[config.mk]
export PLATFORM = sky130hd
export DESIGN_NAME = sine_sweep_ctrl
export DESIGN_NICKNAME = d
export VERILOG_FILES = /design/src/rtl/sine_sweep_pkg.sv /design/src/rtl/sine_sweep_dwell_timer.sv /design/src/rtl/sine_sweep_ctrl.sv
export SDC_FILE = /design/constraint.sdc
export NUM_CORES = 1
export LEC_CHECK = 0
export CORE_MARGIN = 1.5
export CORE_UTILIZATION = 58
export DETAILED_ROUTE_END_ITERATION = 6
export MAX_ROUTING_LAYER = met4
export PLACE_DENSITY = 0.86
export SLEW_MARGIN = 30
export SYNTH_ARGS = -nofsm -noshare
export SYNTH_HDL_FRONTEND = slang
export SYNTH_HIERARCHICAL = 1
export SYNTH_SLANG_ARGS = --single-unit
[constraint.sdc]
create_clock -name Clk -period 4.6 [get_ports Clk]
set_input_delay 0.46 -clock Clk [delete_from_list [all_inputs] [get_ports Clk]]
set_output_delay 0.46 -clock Clk [all_outputs]
set_load 0.02 [all_outputs]
[src/rtl/sine_sweep_pkg.sv]
// Shared constants for the sine-generator frequency-sweep scheduler:
// FSM state codes, register addresses and register bit positions.
package sine_sweep_pkg;

   localparam int FCW_W_DEF   = 8;
   localparam int DWELL_W_DEF = 16;
   localparam int CNT_W_DEF   = 16;

   localparam logic [1:0] ST_IDLE  = 2'd0;
   localparam logic [1:0] ST_LOAD  = 2'd1;
   localparam logic [1:0] ST_DWELL = 2'd2;
   localparam logic [1:0] ST_STEP  = 2'd3;

   localparam logic [1:0] ADDR_CTRL   = 2'd0;
   localparam logic [1:0] ADDR_RANGE  = 2'd1;
   localparam logic [1:0] ADDR_DWELL  = 2'd2;
   localparam logic [1:0] ADDR_STATUS = 2'd3;

   localparam int CTRL_START    = 0;
   localparam int CTRL_ABORT    = 1;
   localparam int CTRL_CONT     = 2;
   localparam int CTRL_PINGPONG = 3;
   localparam int CTRL_IRQ_EN   = 4;

   localparam int STAT_BUSY    = 0;
   localparam int STAT_DONE    = 1;
   localparam int STAT_CNT_CLR = 2;

endpackage

[src/rtl/sine_sweep_dwell_timer.sv]
// Tick-paced dwell counter: o_expire pulses on the tick that completes
// max(i_dwell,1) ticks since the last clear or expiry.
module sine_sweep_dwell_timer #(
   parameter int DWELL_W = 16
) (
   input  logic               i_clk,
   input  logic               i_rst,
   input  logic               i_clear,
   input  logic               i_en,
   input  logic               i_tick,
   input  logic [DWELL_W-1:0] i_dwell,
   output logic               o_expire
);

   logic [DWELL_W-1:0] r_cnt;
   logic [DWELL_W-1:0] w_last;

   // A dwell of 0 behaves exactly like a dwell of 1.
   assign w_last   = (i_dwell == '0) ? '0 : i_dwell - DWELL_W'(1);
   assign o_expire = i_en & i_tick & (r_cnt == w_last);

   always_ff @(posedge i_clk) begin
      if (i_rst || i_clear) begin
         r_cnt <= '0;
      end else if (i_en && i_tick) begin
         r_cnt <= o_expire ? '0 : r_cnt + DWELL_W'(1);
      end
   end

endmodule

[src/rtl/sine_sweep_ctrl.sv]
// Avalon-mapped frequency-sweep scheduler: steps the generator fcw from
// start to stop at a tick-paced dwell rate, single-shot or continuous.
module sine_sweep_ctrl
   import sine_sweep_pkg::*;
#(
   parameter int FCW_W   = FCW_W_DEF,
   parameter int DWELL_W = DWELL_W_DEF,
   parameter int CNT_W   = CNT_W_DEF
) (
   input  logic             Clk,
   input  logic             Reset,
   input  logic             ChipSelect,
   input  logic             Write,
   input  logic             Read,
   input  logic [1:0]       Address,
   input  logic [31:0]      WriteData,
   output logic [31:0]      ReadData,
   input  logic             tick,
   output logic [FCW_W-1:0] fcw,
   output logic             run,
   output logic             irq
);

   logic [1:0]         r_state;
   logic               r_cont;
   logic               r_pingpong;
   logic               r_irq_en;
   logic [FCW_W-1:0]   r_start_fcw;
   logic [FCW_W-1:0]   r_stop_fcw;
   logic [FCW_W-1:0]   r_step;
   logic [DWELL_W-1:0] r_dwell;
   logic               r_done;
   logic [CNT_W-1:0]   r_sweep_cnt;
   logic [FCW_W-1:0]   r_fcw;
   logic [FCW_W-1:0]   r_target;
   logic               r_dir;
   logic               r_run;
   logic [31:0]        r_rdata;

   logic               w_wr;
   logic               w_wr_ctrl;
   logic               w_wr_status;
   logic               w_start;
   logic               w_abort;
   logic               w_busy;
   logic               w_expire;
   logic               w_leg_end;
   logic               w_turn;
   logic               w_dir_eff;
   logic [FCW_W-1:0]   w_tgt_eff;
   logic [FCW_W:0]     w_sum;
   logic [FCW_W:0]     w_diff;
   logic [FCW_W-1:0]   w_nxt_fcw;
   logic [CNT_W-1:0]   w_cnt_inc;
   logic [31:0]        w_rdata;
   logic               w_unused_wdata;

   assign w_wr        = ChipSelect & Write;
   assign w_wr_ctrl   = w_wr & (Address == ADDR_CTRL);
   assign w_wr_status = w_wr & (Address == ADDR_STATUS);
   assign w_start     = w_wr_ctrl & WriteData[CTRL_START];
   assign w_abort     = w_wr_ctrl & WriteData[CTRL_ABORT];
   assign w_busy      = (r_state != ST_IDLE);
   assign w_unused_wdata = ^WriteData[31:24];

   assign fcw      = r_fcw;
   assign run      = r_run;
   assign irq      = r_done & r_irq_en;
   assign ReadData = r_rdata;

   sine_sweep_dwell_timer #(.DWELL_W(DWELL_W)) u_dwell_timer (
      .i_clk    (Clk),
      .i_rst    (Reset),
      .i_clear  (r_state != ST_DWELL),
      .i_en     (r_state == ST_DWELL),
      .i_tick   (tick),
      .i_dwell  (r_dwell),
      .o_expire (w_expire)
   );

   always_ff @(posedge Clk) begin
      if (Reset) begin
         r_cont      <= 1'b0;
         r_pingpong  <= 1'b0;
         r_irq_en    <= 1'b0;
         r_start_fcw <= '0;
         r_stop_fcw  <= '0;
         r_step      <= '0;
         r_dwell     <= '0;
      end else begin
         if (w_wr_ctrl) begin
            r_cont     <= WriteData[CTRL_CONT];
            r_pingpong <= WriteData[CTRL_PINGPONG];
            r_irq_en   <= WriteData[CTRL_IRQ_EN];
         end
         // Sweep geometry is frozen while a sweep is in progress.
         if (w_wr && (Address == ADDR_RANGE) && !w_busy) begin
            r_start_fcw <= WriteData[FCW_W-1:0];
            r_stop_fcw  <= WriteData[8 +: FCW_W];
            r_step      <= WriteData[16 +: FCW_W];
         end
         if (w_wr && (Address == ADDR_DWELL) && !w_busy) begin
            r_dwell <= WriteData[DWELL_W-1:0];
         end
      end
   end

   // A ping-pong turnaround reverses direction and retargets in the same
   // STEP cycle, so the endpoint is dwelled on exactly once.
   assign w_leg_end = (r_fcw == r_target) || (r_step == '0);
   assign w_turn    = w_leg_end & r_cont & r_pingpong;
   assign w_dir_eff = w_turn ? ~r_dir : r_dir;
   assign w_tgt_eff = !w_turn ? r_target :
                      ((r_target == r_stop_fcw) ? r_start_fcw : r_stop_fcw);
   assign w_sum     = {1'b0, r_fcw} + {1'b0, r_step};
   assign w_diff    = {1'b0, r_fcw} - {1'b0, r_step};
   assign w_cnt_inc = (&r_sweep_cnt) ? r_sweep_cnt : r_sweep_cnt + CNT_W'(1);

   always_comb begin
      w_nxt_fcw = r_fcw;
      if (w_dir_eff) begin
         if (w_sum[FCW_W] || (w_sum[FCW_W-1:0] > w_tgt_eff)) w_nxt_fcw = w_tgt_eff;
         else                                               w_nxt_fcw = w_sum[FCW_W-1:0];
      end else begin
         if (w_diff[FCW_W] || (w_diff[FCW_W-1:0] < w_tgt_eff)) w_nxt_fcw = w_tgt_eff;
         else                                                 w_nxt_fcw = w_diff[FCW_W-1:0];
      end
   end

   always_ff @(posedge Clk) begin
      if (Reset) begin
         r_state     <= ST_IDLE;
         r_fcw       <= '0;
         r_target    <= '0;
         r_dir       <= 1'b0;
         r_run       <= 1'b0;
         r_done      <= 1'b0;
         r_sweep_cnt <= '0;
      end else begin
         if (w_wr_status && WriteData[STAT_DONE]) r_done <= 1'b0;
         if (w_abort) begin
            r_state <= ST_IDLE;
            r_run   <= 1'b0;
         end else begin
            case (r_state)
               ST_IDLE: if (w_start) r_state <= ST_LOAD;
               ST_LOAD: begin
                  r_fcw    <= r_start_fcw;
                  r_dir    <= (r_stop_fcw >= r_start_fcw);
                  r_target <= r_stop_fcw;
                  r_run    <= 1'b1;
                  r_state  <= ST_DWELL;
               end
               ST_DWELL: if (w_expire) r_state <= ST_STEP;
               ST_STEP: begin
                  if (w_leg_end) begin
                     r_sweep_cnt <= w_cnt_inc;
                     if (!r_cont) begin
                        r_run   <= 1'b0;
                        r_done  <= 1'b1;
                        r_state <= ST_IDLE;
                     end else if (!r_pingpong) begin
                        r_state <= ST_LOAD;
                     end else begin
                        r_dir    <= w_dir_eff;
                        r_target <= w_tgt_eff;
                        r_fcw    <= w_nxt_fcw;
                        r_state  <= ST_DWELL;
                     end
                  end else begin
                     r_fcw   <= w_nxt_fcw;
                     r_state <= ST_DWELL;
                  end
               end
               default: r_state <= ST_IDLE;
            endcase
         end
         if (w_wr_status && WriteData[STAT_CNT_CLR]) r_sweep_cnt <= '0;
      end
   end

   always_comb begin
      w_rdata = '0;
      case (Address)
         ADDR_CTRL: begin
            w_rdata[CTRL_CONT]     = r_cont;
            w_rdata[CTRL_PINGPONG] = r_pingpong;
            w_rdata[CTRL_IRQ_EN]   = r_irq_en;
         end
         ADDR_RANGE: begin
            w_rdata[FCW_W-1:0]  = r_start_fcw;
            w_rdata[8 +: FCW_W]  = r_stop_fcw;
            w_rdata[16 +: FCW_W] = r_step;
         end
         ADDR_DWELL: w_rdata[DWELL_W-1:0] = r_dwell;
         default: begin
            w_rdata[STAT_BUSY]   = w_busy;
            w_rdata[STAT_DONE]   = r_done;
            w_rdata[8 +: FCW_W]  = r_fcw;
            w_rdata[16 +: CNT_W] = r_sweep_cnt;
         end
      endcase
   end

   always_ff @(posedge Clk) begin
      if (Reset)                  r_rdata <= '0;
      else if (ChipSelect && Read) r_rdata <= w_rdata;
   end

endmodule

==> metrics.yaml <==
clock_network:
  cts_hold_buf: 0
  cts-htree-levels: 4
  cts_inserted_buffers: 17
  clk_path_buf_depth: 2
  insertion_delay_ps: 430
  clockRootBuffer: "clkbuf_16"
  cts_tree: "yes"
  clkTransAtPathRegs_ps: 60
  cts_num_sinks: 128
logic_synthesis:
  synth-compound-area-share: 0.199
  area_fraction_in_and_or_nand_and_nor_cells_after_synthesis: 0.256
  synth_fp_nets: 1115
  portion_of_netlist_area_occupied_by_mux_cells: 0.0281
  synth.avg_cell_area_um2: 7.86
  number_of_synthesized_flops_with_an_enable_pin: 0
  synth_ff_type: "dfxtp_1"
  netlist_instances: 1026
  post_synth_instance_area_mm2: 0.00806
  netlist-cell-type-count: 84
  yosys.area_share.adder: 0.0779
  synth-warning-count: 6
  share_of_the_yosys_chip_area_belonging_to_registers: 0.318
  synthXorXnorAreaFrac: 0.0706
  synth.ff_latch_count: 128
  synth_async_sr_flop_share: 0
  combinational_family_with_the_most_area_after_synthesis: "simple AND/OR/NAND/NOR gates"
power_and_ir_drop:
  max-vdd-ir-drop_mv: 0.314
  total_leakage_power_nw: 3.38
  power_density_mw_per_mm2: 338
detailed_routing:
  met3RoutedLength_mm: 2.51
  first_pass_iters: 6
  drt-initial-drc-count: 1040
  postRouteWirelength_mm: 23.7
  ant_nets: 0
  vias_per_cell: 6.27
  routed-wl-met2_mm: 10.7
  route.detailed.wl_per_inst_um: 18.7
  remaining_drc_errors: 0
  top_layer_used: "met4"
  num_vias: 7939
  wl_met1_mm: 9.98
sta:
  fin_tns_setup_ps: 0
  worstMarginPinSlew_ps: 941
  finClkSkew_ps: 8.53
  fmaxAchievable_mhz: 234
  timing.final.crit_period_ps: 4280
  timing_max_transition_violations_final: 0
  hold_violations: 0
  max_slew_margin: 0.371
  rsz0062_at_grt: "no"
  fin_crit_sh: 0.930
  postLayoutSetupSlackWorst_ps: 322
  finalSetupViolations: 0
setup_path:
  critical_path.endpoint_type: "flop"
  cp-start-kind: "flop"
  worst_ep_arrival_time_ps: 4590
  critPathRequiredTime_ps: 4910
  ws_path_type: "reg2reg"
  critical_path.max_fanout: 14
layout:
  syn2layout_area_growth_pct: 18.0
  final_layout_size_suffix_gt1_frac: 0.0817
  nNetsFinal: 1166
  layout.area.seq_mm2: 0.00256
  area_occupied_by_multi_input_gates_mm2: 0.00510
  insertedDiodeCount: 0
  num-fill-cells: 1031
global_route:
  grt_max_degree: 89
  grt_overflow: 0
  overall_routing_resource_usage: 0.339
  wire_length_of_the_first_global_routing_pass_mm: 38.0
  via_count_of_the_first_global_routing_pass: 7475
  grt_antenna_before_repair: 0
floorplanning:
  die-height_um: 121
  std_cell_rows: 42
  effective_utilization_at_floorplan: 0.602
  design.die.area_mm2: 0.0146
  floorplan.core_area_mm2: 0.0134
  die_w_um: 121
  design.portCount: 82
placed_design:
  place_congestion: 0.968
  dpl_worst_slack_ps: 376
  port_buffers: 73
  place.detailed.hpwl_mm: 16.7
run_status:
  run_status: "completed"
min_path:
  hold_class: "reg2reg"
job:
  cap_viol_max_count: 0
-- worst max-delay path, stage by stage (launching register included) --
cell and delay (ps):
dfxtp_1 490, inv_1 130, ha_1 300, nor2b_1 130
o21ai_0 220, a21oi_1 150, o21ai_0 230, a21oi_1 120
xor2_1 160, ha_1 340, a21oi_1 140, o21ai_0 160
o22ai_1 270, nor3_1 110, mux2i_2 310, a311oi_4 90
buf_12 170, a221o_1 340, a211o_1 300
-- registers in the layout, indices dropped and copies added, names as in the netlist --
name                 cells
r_sweep_cnt             16
u_dwell_timer/r_cnt     16
r_start_fcw              8
r_done                   1
r_irq_en                 1
r_dwell                 16
r_cont                   1
r_target                 8
ReadData                32
r_pingpong               1
r_step                   8
r_stop_fcw               8
r_dir                    1
fcw                      8
run                      1
r_state                  2
-- logic make-up (layout without fill, tap and decap cells) --
family / Yosys count / in the layout
buffers and inverters: 98 / 162
and+or+nand+nor: 417 / 417
DFF: 128 / 128
muxes: 22 / 22
xor gates and xnor gates: 65 / 65
AOI/OAI and AO/OA: 247 / 247
adders and majority gates: 49 / 49
-- cell type report --
type	instances	share of cell area
clock buffer	22	0.0509
inverter	38	0.0150
timing repair buffer	92	0.0926
clock inverter	10	0.0130
sequential	128	0.269
tap	176	0.0231
multi-input combinational	800	0.536
-- Yosys cell counts (3+ instances only) --
cell type / count / share of area
nand2_1: 181 / 0.084
dfxtp_1: 128 / 0.32
a21oi_1: 95 / 0.059
nor2_1: 80 / 0.037
o21ai_0: 51 / 0.032
ha_1: 47 / 0.073
clkbuf_1: 44 / 0.020
xnor2_1: 42 / 0.046
inv_1: 38 / 0.018
nand4_1: 24 / 0.019
xor2_1: 23 / 0.025
nand3_1: 22 / 0.014
nor3_1: 19 / 0.012
mux2i_1: 17 / 0.021
o211ai_1: 15 / 0.014
a22oi_1: 13 / 0.012
nor2b_1: 11 / 0.0085
or3_1: 10 / 0.0078
and2_1: 8 / 0.0062
nand2b_1: 8 / 0.0062
a211oi_1: 7 / 0.0065
a221oi_1: 7 / 0.0076
and4_1: 6 / 0.0065
buf_2: 6 / 0.0037
nor2_2: 6 / 0.0047
nor4_1: 6 / 0.0047
or4_1: 6 / 0.0056
a21o_1: 5 / 0.0047
and3_1: 5 / 0.0039
mux2_2: 5 / 0.0070
a311oi_1: 4 / 0.0043
a211o_1: 3 / 0.0033
a221o_1: 3 / 0.0037
a222oi_1: 3 / 0.0037
a22o_1: 3 / 0.0033
buf_4: 3 / 0.0028
clkbuf_2: 3 / 0.0019
o21a_1: 3 / 0.0028
o22ai_1: 3 / 0.0023
o31ai_1: 3 / 0.0028
-- metrics by stage --
step	instance area, µm²	power (mW)	utilization	std cells	hold slack [ps]
floorplan	8060	1.64	-	1026	446
global placement	8880	1.77	0.663	1233	446
detailed placement	8880	1.79	0.663	1233	448
CTS	9490	3.16	0.708	1265	460
global route	9510	3.32	0.710	1266	479
finish	9510	3.21	0.710	1266	458
-- placed cells by master (no fill, tap or decap), drive strengths merged, types with 6 or more instances in the layout --
cell	instances
clkbuf	22
o211ai	15
nand3	24
nor4	8
clkdlybuf4s50	72
a221oi	7
dfxtp	128
and4	6
mux2i	17
a21oi	98
a211oi	7
nand2	182
o21ai	52
xor2	23
nand4	26
inv	41
buf	20
nor2b	11
nor2	87
or4	7
or3	11
nand2b	8
a22oi	13
and2	10
ha	47
nor3	21
xnor2	42
-- timing repair --
| action | 4_1_cts | 5_1_grt |
|---|---|---|
| setup endpoints to repair | 0 | 7 |
| endpoints found under the hold margin | 0 | 0 |
| gates resized for setup | 0 | 1 |
| buffers inserted | 0 | 1 |
-- path summary, 6_finish.rpt --
check                           cells after the start    startpoint  slack, ps           end
worst max register to register                     18     r_step[1]        320        fcw[3]
worst min-delay path                                2  ReadData[24]        460  ReadData[24]
worst max-delay path                               18     r_step[1]        320        fcw[3]
worst min register to register                      2  ReadData[24]        460  ReadData[24]
-- routing by layer --
layer	global-route usage	vias up
li1	-	3714
met1	0.445	3675
met2	0.518	482
met3	0.0780	68
met4	0.109	0
met5	-	-
-- power breakdown --
part	switching, mW	leakage (nW)	internal, mW
sequential	0.0389	1.03	1.14
clock	0.526	0.294	0.861
combinational	0.386	2.05	0.267
No activity file was read; power rests on OpenSTA's default activity.
